[src/rtl/time_set_if.sv]
// time_set_if: button/counter-side signal bundle for time_set_ctrl
//   master: button front-end + time counter (drives pulses, levels, cur_*; receives run_en, load, load_*, edit_field, blink)
//   slave : time_set_ctrl
interface time_set_if;
    logic       mode_pulse;
    logic       inc_pulse;
    logic       dec_pulse;
    logic       inc_level;
    logic       dec_level;
    logic [5:0] cur_second;
    logic [5:0] cur_minute;
    logic [4:0] cur_hour;
    logic       run_en;
    logic       load;
    logic [5:0] load_second;
    logic [5:0] load_minute;
    logic [4:0] load_hour;
    logic [1:0] edit_field;
    logic       blink;
    modport master (
        output mode_pulse, inc_pulse, dec_pulse, inc_level, dec_level,
        output cur_second, cur_minute, cur_hour,
        input  run_en, load, load_second, load_minute, load_hour, edit_field, blink
    );
    modport slave (
        input  mode_pulse, inc_pulse, dec_pulse, inc_level, dec_level,
        input  cur_second, cur_minute, cur_hour,
        output run_en, load, load_second, load_minute, load_hour, edit_field, blink
    );
endinterface

[src/rtl/time_set_ctrl.sv]
// time_set_ctrl: pauses the time counter, edits a shadow copy field by field, then loads it
//   clk, reset_n : clock, synchronous active-low reset
//   bus (slave)  : mode/inc/dec pulses, inc/dec levels, cur_* live time in;
//                  run_en, load strobe, load_* shadow time, edit_field, blink out
//   Optional auto-repeat on held inc/dec levels: define TIME_SET_AUTO_REPEAT_EN
module time_set_ctrl #(
    parameter int unsigned BLINK_HALF   = 50_000_000,
    parameter int unsigned TIMEOUT      = 1_000_000_000,
    parameter int unsigned REPEAT_DELAY = 50_000_000,
    parameter int unsigned REPEAT_RATE  = 10_000_000
) (
    input logic        clk,
    input logic        reset_n,
    time_set_if.slave  bus
);
    typedef enum logic [2:0] {RUN, SET_HOUR, SET_MIN, SET_SEC, COMMIT} state_t;
    state_t      state_q, state_d;
    logic [4:0]  hour_q, hour_d;
    logic [5:0]  min_q, min_d, sec_q, sec_d;
    logic [31:0] idle_q, idle_d, blink_cnt_q, blink_cnt_d;
    logic        blink_q, blink_d, run_en_q, run_en_d, load_q, load_d;
    logic [1:0]  edit_field_q, edit_field_d;
    logic        in_set, up, down, blink_wrap;
    function automatic logic [5:0] step(input logic [5:0] v, input logic [5:0] max, input logic u, input logic d);
        return (u && !d) ? (v == max ? 6'd0 : v + 6'd1) : (d && !u) ? (v == 6'd0 ? max : v - 6'd1) : v;
    endfunction
    assign in_set = state_q inside {SET_HOUR, SET_MIN, SET_SEC};
`ifdef TIME_SET_AUTO_REPEAT_EN
    logic [31:0] rep_q, rep_d;
    logic        held, rep_step;
    // After each step the count is rewound by REPEAT_RATE so later steps come every REPEAT_RATE cycles
    // (assumes REPEAT_RATE <= REPEAT_DELAY).
    always_comb begin
        held     = in_set && (bus.inc_level ^ bus.dec_level);
        rep_step = held && (rep_q == REPEAT_DELAY - 1);
        rep_d    = !held ? '0 : rep_step ? REPEAT_DELAY - REPEAT_RATE : rep_q + 32'd1;
        up       = bus.inc_pulse | (rep_step & bus.inc_level);
        down     = bus.dec_pulse | (rep_step & bus.dec_level);
    end
    always_ff @(posedge clk) begin
        rep_q <= !reset_n ? '0 : rep_d;
    end
`else
    logic unused_levels;
    assign unused_levels = bus.inc_level ^ bus.dec_level;
    assign up            = bus.inc_pulse;
    assign down          = bus.dec_pulse;
`endif
    assign blink_wrap = (blink_cnt_q == BLINK_HALF - 1);
    always_comb begin
        state_d     = state_q;
        hour_d      = hour_q;
        min_d       = min_q;
        sec_d       = sec_q;
        idle_d      = '0;
        blink_cnt_d = '0;
        blink_d     = 1'b0;
        case (state_q)
            RUN: begin
                if (bus.mode_pulse) begin
                    state_d = SET_HOUR;
                    hour_d  = (bus.cur_hour > 5'd23) ? 5'd0 : bus.cur_hour;
                    min_d   = (bus.cur_minute > 6'd59) ? 6'd0 : bus.cur_minute;
                    sec_d   = (bus.cur_second > 6'd59) ? 6'd0 : bus.cur_second;
                end
            end
            COMMIT: state_d = RUN;
            default: begin
                if (bus.mode_pulse) begin
                    state_d = (state_q == SET_HOUR) ? SET_MIN : (state_q == SET_MIN) ? SET_SEC : COMMIT;
                end else if (up || down) begin
                    hour_d = (state_q == SET_HOUR) ? 5'(step({1'b0, hour_q}, 6'd23, up, down)) : hour_q;
                    min_d  = (state_q == SET_MIN) ? step(min_q, 6'd59, up, down) : min_q;
                    sec_d  = (state_q == SET_SEC) ? step(sec_q, 6'd59, up, down) : sec_q;
                end else if (idle_q == TIMEOUT - 1) begin
                    state_d = RUN;
                end else begin
                    idle_d      = idle_q + 32'd1;
                    blink_cnt_d = blink_wrap ? '0 : blink_cnt_q + 32'd1;
                    blink_d     = blink_q ^ blink_wrap;
                end
            end
        endcase
        run_en_d     = (state_d == RUN);
        load_d       = (state_d == COMMIT);
        edit_field_d = (state_d == SET_HOUR) ? 2'd1 : (state_d == SET_MIN) ? 2'd2 : (state_d == SET_SEC) ? 2'd3 : 2'd0;
    end
    always_ff @(posedge clk) begin
        if (!reset_n) begin
            state_q      <= RUN;
            hour_q       <= '0;
            min_q        <= '0;
            sec_q        <= '0;
            idle_q       <= '0;
            blink_cnt_q  <= '0;
            blink_q      <= 1'b0;
            run_en_q     <= 1'b1;
            load_q       <= 1'b0;
            edit_field_q <= 2'd0;
        end else begin
            state_q      <= state_d;
            hour_q       <= hour_d;
            min_q        <= min_d;
            sec_q        <= sec_d;
            idle_q       <= idle_d;
            blink_cnt_q  <= blink_cnt_d;
            blink_q      <= blink_d;
            run_en_q     <= run_en_d;
            load_q       <= load_d;
            edit_field_q <= edit_field_d;
        end
    end
    assign bus.run_en      = run_en_q;
    assign bus.load        = load_q;
    assign bus.load_hour   = hour_q;
    assign bus.load_minute = min_q;
    assign bus.load_second = sec_q;
    assign bus.edit_field  = edit_field_q;
    assign bus.blink       = blink_q;
endmodule

[src/flat_wrapper.sv]
// flat-port wrapper written by rule: the top's interface ports become plain ports
module time_set_ctrl_flat 
#(
    parameter int unsigned BLINK_HALF   = 50_000_000,
    parameter int unsigned TIMEOUT      = 1_000_000_000,
    parameter int unsigned REPEAT_DELAY = 50_000_000,
    parameter int unsigned REPEAT_RATE  = 10_000_000
)
  (clk, reset_n, bus_mode_pulse, bus_inc_pulse, bus_dec_pulse, bus_inc_level, bus_dec_level, bus_cur_second, bus_cur_minute, bus_cur_hour, bus_run_en, bus_load, bus_load_second, bus_load_minute, bus_load_hour, bus_edit_field, bus_blink);
  time_set_if bus_i ();
  input logic clk;
  input logic reset_n;
  input wire logic [$bits(bus_i.mode_pulse)-1:0] bus_mode_pulse;
  input wire logic [$bits(bus_i.inc_pulse)-1:0] bus_inc_pulse;
  input wire logic [$bits(bus_i.dec_pulse)-1:0] bus_dec_pulse;
  input wire logic [$bits(bus_i.inc_level)-1:0] bus_inc_level;
  input wire logic [$bits(bus_i.dec_level)-1:0] bus_dec_level;
  input wire logic [$bits(bus_i.cur_second)-1:0] bus_cur_second;
  input wire logic [$bits(bus_i.cur_minute)-1:0] bus_cur_minute;
  input wire logic [$bits(bus_i.cur_hour)-1:0] bus_cur_hour;
  output wire logic [$bits(bus_i.run_en)-1:0] bus_run_en;
  output wire logic [$bits(bus_i.load)-1:0] bus_load;
  output wire logic [$bits(bus_i.load_second)-1:0] bus_load_second;
  output wire logic [$bits(bus_i.load_minute)-1:0] bus_load_minute;
  output wire logic [$bits(bus_i.load_hour)-1:0] bus_load_hour;
  output wire logic [$bits(bus_i.edit_field)-1:0] bus_edit_field;
  output wire logic [$bits(bus_i.blink)-1:0] bus_blink;
  assign bus_i.mode_pulse = bus_mode_pulse;
  assign bus_i.inc_pulse = bus_inc_pulse;
  assign bus_i.dec_pulse = bus_dec_pulse;
  assign bus_i.inc_level = bus_inc_level;
  assign bus_i.dec_level = bus_dec_level;
  assign bus_i.cur_second = bus_cur_second;
  assign bus_i.cur_minute = bus_cur_minute;
  assign bus_i.cur_hour = bus_cur_hour;
  assign bus_run_en = bus_i.run_en;
  assign bus_load = bus_i.load;
  assign bus_load_second = bus_i.load_second;
  assign bus_load_minute = bus_i.load_minute;
  assign bus_load_hour = bus_i.load_hour;
  assign bus_edit_field = bus_i.edit_field;
  assign bus_blink = bus_i.blink;
  time_set_ctrl #(.BLINK_HALF(BLINK_HALF), .TIMEOUT(TIMEOUT), .REPEAT_DELAY(REPEAT_DELAY), .REPEAT_RATE(REPEAT_RATE)) u_core (.clk(clk), .reset_n(reset_n), .bus(bus_i));
endmodule
[config.mk]
export PLATFORM = sky130hd
export DESIGN_NAME = time_set_ctrl_flat
export DESIGN_NICKNAME = d
export VERILOG_FILES = /design/src/rtl/time_set_if.sv /design/src/rtl/time_set_ctrl.sv /design/src/flat_wrapper.sv
export SDC_FILE = /design/constraint.sdc
export NUM_CORES = 1
export LEC_CHECK = 0
export ABC_AREA = 1
export BUFFER_PORTS_ARGS = -buffer_cell sky130_fd_sc_hd__buf_4
export CAP_MARGIN = 0
export CORE_MARGIN = 2
export CORE_UTILIZATION = 50
export CTS_CLUSTER_SIZE = 24
export DETAILED_ROUTE_END_ITERATION = 16
export PLACE_DENSITY = 0.79
export REMOVE_ABC_BUFFERS = 1
export SLEW_MARGIN = 40
export SYNTH_ARGS = -nofsm -noshare
export SYNTH_HDL_FRONTEND = slang
export SYNTH_SLANG_ARGS = --single-unit
[constraint.sdc]
create_clock -name clk -period 3.16 [get_ports clk]
set_clock_uncertainty 0.05 [all_clocks]
set_input_delay 0.632 -clock clk [delete_from_list [all_inputs] [get_ports clk]]
set_output_delay 0.632 -clock clk [all_outputs]
set_load 0.01 [all_outputs]
# == Yosys cells after proc, flatten, opt, wreduce, memory -nomap -nowiden ==
# Index checks and enable logic that the tools add are counted.
# totals
register_bits,89
in_bits,24
output_inout_bits,22
elab_cells,101
# op_classes
n_addsub,8
order_cmp,3
n_eq_ne,15
n_mux,40
bitwise,3
n_reduce_logical,21
# op_table
cell,n
$mux 6,18
$add 32x1->32 const B,2
$mux 5,9
$eq 32x26->1 const B,1
$eq 32x30->1 const B,1
$pmux 6 s2,2
$mux 3,6
$reduce_and 6->1,3
$add 6x1->6 const B,2
$eq 3x2->1 const B,4
$eq 6x6->1 const B,2
$gt 6x6->1 const B,2
$logic_not 6->1,2
$sub 6x1->6 const B,2
$pmux 5 s2,1
$reduce_bool 2->1,4
$reduce_or 7->1,1
$eq 3x1->1 const B,2
$eq 3x3->1 const B,2
$logic_not 3->1,2
$pmux 3 s2,1
$reduce_or 6->1,1
$add 5x1->5 const B,1
$eq 5x5->1 const B,1
other kinds (14),18

# == Logic depth before layout (Yosys ltp) ==
# Gate-level depths: netlist of run 1.
# depth
word_depth,9
mapped_depth,11
ltp_nobuf,11

# == Least setup slack after synthesis of run 1 ==
# No wires, ideal clock.
# synth_timing
path_kind,input port to flip-flop
startpoint,input bus_mode_pulse
endpoint,register u_core.blink_cnt_q[29]
setup_time_ps,64
arrival_ps,1605
required_time_ps,3046
slack_ps,1441
cell_stages,6
n_path_buf,2
path_cell_list,buf_2 nor4_2 nand2_2 o21bai_4 buf_6 nor2_1
# synth_between
elab_chain_cells,1
# synth_rtl
item,line,source
"start, declared",flat_wrapper.sv:13,input wire logic [$bits(bus_i.mode_pulse)-1:0] bus_mode_pulse;
$reduce_or 7->1 (no line),n/a,
"end signal, assigned",time_set_ctrl.sv:106,blink_cnt_q <= blink_cnt_d;
"end, declared",time_set_ctrl.sv:20,"logic [31:0] idle_q, idle_d, blink_cnt_q, blink_cnt_d;"
# Every way passes these cells.
# A chain may end at the register's enable or synchronous reset.

# == Worst setup path in the final report of run 1 ==
# layout_timing
startpoint,register u_core.blink_cnt_q[0]
endpoint,register u_core.blink_cnt_q[18]
# layout_between
elab_chain_cells,2
word_cells_on_any_way,3
cone_classes,1 x add/sub; 1 x eq/ne; 1 x reduce/logical
# layout_rtl
item
"parallel branches: the longest is 2 deep, another holds $add 32x1->32"
# Parallel ways; which one is timed is not known.

==> results.txt, run 1 <==
outcome - finished, final reports clean
CTS resizes - 0
Yosys reg bits - 89
P_leak - 2.23 nW
Slowest cell on crit path - o21bai_4
H-Tree Depth - 3
number of I/O pins - 46
CP arrival - 2.24 ns
worst path cell trace - ha_1, nand3_1, inv_1, nand2_1, o21bai_4, nor2_1
RSZ-0062 raised after global routing - no
Ys Warns - 0
largest area contributor in the netlist - dfxtp_1
Avg WL per Cell - 12.3 um
CTS Sinks - 89
Setup crit start kind - flop
reg-to-reg startpoint - u_core.blink_cnt_q[0]
RR Endpoint - u_core.blink_cnt_q[18]
final hold slack - 0.417 ns
Vias/cell - 5.19
register area share after synthesis - 33.1%
Max-Cap Viols - 0
DIE HEIGHT - 108 um
Post-synth EDFFs - 0
DRC - 0
total power - 2.48 mW
Vias - 5226
antenna viol nets, final - 0
top cells by area, synth - dfxtp_1 (33%), nand2_1 (13%), nor2_1 (8.5%)
largest net degree at the start of global routing - 34
synthesized area - 5390 um2
First DRT Iteration DRCs - 394
most instantiated library cell after synthesis - nand2_1
cells after synthesis - 825
Max Fclk - 487 MHz
gr usage total - 22.6%
placed cell area - 5800 um2
fill cell count - 1013
P&R area growth vs syn - 11.5%
First-pass DRT Iterations - 5
r2r setup slk - 1.10 ns
Worst Hold End - u_core.idle_q[31]
RePlAce Congestion - 0.946
Clk Latency, worst-skew pair - 0.38 ns
final WL - 12300 um
Max-Slew Margin vs Limit - 51.7%
Port Buf Inserts - 43
Reg area - 1780 um2
layout cells sized above 1 - 9.20%
final setup TNS - 0 ns
CTS Hold Bufs - 0
HPWL Detailed - 9360 um
min cycle time layout - 2.06 ns
Crit Path Category - reg -> reg
vias in the first global route - 4764
synth cell count leaders - nand2_1 (182), nor2_1 (122), inv_1 (113)
Max Slew Vio Count - 0
Hold Vio Cnt, Final - 0
Initial Utilization - 51.7%
Placement Rows - 37
diodes inserted - 0
maximum VDD drop - 330 uV
Worst Path Max Fanout - 32
Syn Area/Cell - 6.53 um2
Final Cell Area - 6010 um2
Slew @ Worst Pin - 0.723 ns
post-CTS repair timing setup buffer count - 0
Core ar. - 10400 um2
CP peak stage delay - 0.60 ns
hold path cells - 2
CTS tree - yes
area taken by multi-input logic gates - 3080 um2
worst min-delay path class - reg -> reg
min-delay src - u_core.idle_q[31]
Die W - 108 um
FFs w/ async S/R, synth - 0%
total CTS buffers - 9
Root Driver - clkbuf_8
die area - 11600 um2
Yosys top cell area share - 33.1%
Setup crit end kind - flop
final setup fails - 0
Worst EP required - 3.35 ns
R2R cell count - 6
initial antenna violation count - 0
first-pass GRT wire length - 21200 um
Overflow after GRT - 0
Post-synth top flop - dfxtp_1
count of cell types in the netlist - 38
Layout Utilization - 57.7%
CTS clk-pin slew, worst paths - 0.09 ns
clock tree buffer depth - 2
Power Density - 413 nW/um2
final worst path period share - 65.0%
final net count - 899
per-layer routing:
layer | track usage (%) | wire (um) | vias up
li1 | - | - | 2726
met1 | 29.8 | 5800 | 2313
met2 | 36.2 | 5510 | 164
met3 | 5.75 | 800 | 23
met4 | 6.96 | 216 | 0
met5 | 0 | 0 | -
area by class of cell:
type                            instances  share of cell area, %
Multi-Input combinational cell        604                   51.3
Inverter                              117                   7.31
Clock inverter                          4                  0.853
Sequential cell                        89                   29.6
Timing Repair Buffer                   44                   5.50
Tap cell                              136                   2.83
Clock buffer                           12                   2.58
how the worst max path moves through the flow:
stage / start / to / slack, ns / depth (start not counted)
floorplan: u_core.idle_q[0] / u_core.blink_cnt_q[22] / 1.16 / 9
detailed placement: bus_dec_pulse / u_core.bus.load_minute[5] / 0.80 / 10
CTS: u_core.blink_cnt_q[0] / u_core.blink_cnt_q[29] / 1.08 / 6
global placement: bus_dec_pulse / u_core.bus.load_minute[5] / 0.81 / 10
finish: u_core.blink_cnt_q[0] / u_core.blink_cnt_q[18] / 1.10 / 6
global route: u_core.blink_cnt_q[0] / u_core.blink_cnt_q[18] / 0.88 / 6
cells by family after synthesis:
logic type | count (synthesis) | synth area share (%)
XOR/XNOR | 52 | 8.45
buffers and inverters | 132 | 9.75
AND/OR/NAND/NOR | 443 | 36.4
adder cells (fa/ha/maj) | 10 | 2.32
multiplexers | 1 | 0.186
AO/OA/AOI/OAI | 98 | 9.87
flip-flops | 89 | 33.1
state kept, by name, summed over array words and instances (netlist names):
register and count:
u_core.bus.load 1, u_core.bus.load_hour 5, u_core.bus.run_en 1, u_core.idle_q 32, u_core.bus.load_minute 6, u_core.state_q 3
u_core.bus.edit_field 2, u_core.blink_cnt_q 32, u_core.bus.load_second 6, u_core.bus.blink 1
where the power goes:
| part | internal, mW | total (mW) | switching [mW] |
|---|---|---|---|
| clock network | 0.409 | 0.826 | 0.417 |
| registers | 1.16 | 1.21 | 0.0572 |
| logic | 0.179 | 0.440 | 0.261 |
metrics by stage:
step,setup WS [ns],instances
floorplan,1.16,810
CTS,1.08,1006
global placement,0.808,990
detailed placement,0.797,990
finish,1.10,1006
global route,0.880,1006
critical path, delay by kind of cell (launching register included):
kind / cells / cell delay (ns)
fa+ha+maj: 1 / 0.24
buf+inv: 1 / 0.17
flops: 1 / 0.42
simple gates: 3 / 0.41
compound gates: 1 / 0.60
placed cells by master, fill, tap and decap left out, types with 14 or more instances in the layout:
cell type and count:
a31oi_1 14, buf_4 44, nor3_1 35, o21ai_0 35, nand3_1 51, dfxtp_1 89
xor2_1 42, a21oi_1 44, inv_1 113, nor2_1 122, nand2_1 182, nand4_1 23
Power figures use the tool's default switching activity.
==> inputs of run 2 (changes only) <==
clock period = 2.05 ns   (was 3.16 ns; I/O delays follow)
==> run 2 against run 1 <==
  * Sequential power rose by 55%
  * Global-route usage rose by 0.51 points
  * First-iteration DRC count fell by 32%
  * Combinational power rose by 59%
  * Clock power rose by 49%
  * Worst setup slack got worse by 0.88 ns
  * Non-clock buffer count rose by 9
  * Cell area rose by 1.3%
==> results.txt, run 2 (synthesized netlist as in run 1, its figures left out) <==
outcome - finished, final reports clean
Final Non-Filler Cells - 1015
largest registers - u_core.blink_cnt_q (32), u_core.idle_q (32)
met3 routed WL - 738 um
clock tree buffer depth - 2
Slew @ Worst Pin - 0.423 ns
Vias - 5248
final net count - 908
CTS resizes - 0
Setup crit end kind - flop
Max Slew Vio Count - 0
Core ar. - 10400 um2
Layout Utilization - 58.5%
post-CTS repair timing setup buffer count - 0
most frequent cells in the layout - nand2_1 (182), nor2_1 (122), inv_1 (113)
Max-Cap Viols - 0
Port Buf Inserts - 43
Overflow after GRT - 0
Initial Utilization - 51.7%
final WL - 12400 um
Vias/cell - 5.17
DIE HEIGHT - 108 um
H-Tree Depth - 3
total CTS buffers - 9
First DRT Iteration DRCs - 268
first-pass GRT wire length - 21700 um
vias in the first global route - 4929
Power Density - 623 nW/um2
CTS tree - yes
Hold Vio Cnt, Final - 0
P_leak - 2.28 nW
Worst Path Max Fanout - 10
final setup fails - 0
layout cells sized above 1 - 10.1%
antenna viol nets, final - 0
final worst path period share - 89.0%
diodes inserted - 0
P&R area growth vs syn - 13.0%
Max Fclk - 548 MHz
die area - 11600 um2
RePlAce Congestion - 0.933
Avg WL per Cell - 12.2 um
CP arrival - 2.05 ns
number of I/O pins - 46
Die W - 108 um
Post-Route M1 WL - 5680 um
HPWL Detailed - 9540 um
Crit Path Category - reg -> reg
largest net degree at the start of global routing - 34
Clk Latency, worst-skew pair - 0.38 ns
Root Driver - clkbuf_8
placed instance count - 999
min cycle time layout - 1.82 ns
initial antenna violation count - 0
CTS Sinks - 89
maximum VDD drop - 561 uV
Final Cell Area - 6090 um2
worst min-delay path class - in -> reg
Setup crit start kind - flop
CTS Hold Bufs - 0
most common cell after layout, fill and taps aside - nand2_1
Max-Slew Margin vs Limit - 71.7%
WL met2 - 5750 um
Worst EP required - 2.27 ns
DRC - 0
First-pass DRT Iterations - 5
placed cell area - 5900 um2
CTS clk-pin slew, worst paths - 0.09 ns
final setup TNS - 0 ns
RSZ-0062 raised after global routing - no
gr usage total - 23.1%
Placement Rows - 37
top sig layer - met4
-- run 2: cell types whose count changed in the layout (fill, tap and decap cells not counted), sizes merged --
cell and change:
clkbuf -2, buf +9, inv +2
-- run 2: area by class of cell --
type	count	area, um2
Fill cell	1055	4330
Multi-Input combinational cell	604	3080
Sequential cell	89	1780
Inverter	117	439
Timing Repair Buffer	53	423
Tap cell	136	170
Clock buffer	10	128
Clock inverter	6	65.1
-- run 2: metrics by stage --
stage	setup slack [ns]	power [mW]	hold slack, ns
floorplan	0.0500	2.35	0.379
detailed placement	0.223	2.60	0.396
global placement	0.251	2.59	0.388
CTS	0.210	3.82	0.244
finish	0.225	3.80	0.258
global route	0.00341	4.01	0.255
-- run 2: worst paths after layout --
| kind | start | to | slack (ns) | cells after the start |
|---|---|---|---|---|
| setup / recovery | u_core.idle_q[0] | u_core.blink_cnt_q[2] | 0.23 | 10 |
| hold reg to reg | u_core.idle_q[31] | u_core.idle_q[31] | 0.41 | 2 |
| hold / removal | bus_cur_second[1] | u_core.bus.load_second[1] | 0.26 | 3 |
| setup reg to reg | u_core.idle_q[0] | u_core.blink_cnt_q[2] | 0.23 | 10 |
-- run 2: power by group --
group          internal, mW  total (mW)  leakage [nW]  switching [mW]
Clock                 0.568        1.23        0.0971           0.660
Combinational         0.292       0.698          1.46           0.406
Sequential             1.78        1.87         0.721          0.0879
-- run 2: layer usage --
| layer | up-vias | global-route usage, % |
|---|---|---|
| li1 | 2737 | - |
| met3 | 21 | 6.84 |
| met4 | 0 | 8.15 |
| met2 | 124 | 37.8 |
| met1 | 2366 | 28.8 |
| met5 | - | 0 |
-- run 2: critical path, stage by stage, from the launching register on --
cell      delay (ns)
dfxtp_1         0.38
ha_1            0.18
nand2_1         0.10
nor2_4          0.19
nand2_4         0.11
nor2_2          0.16
nand2_1         0.08
nand2_2         0.09
o21bai_4        0.14
buf_4           0.20
nor2_1          0.06
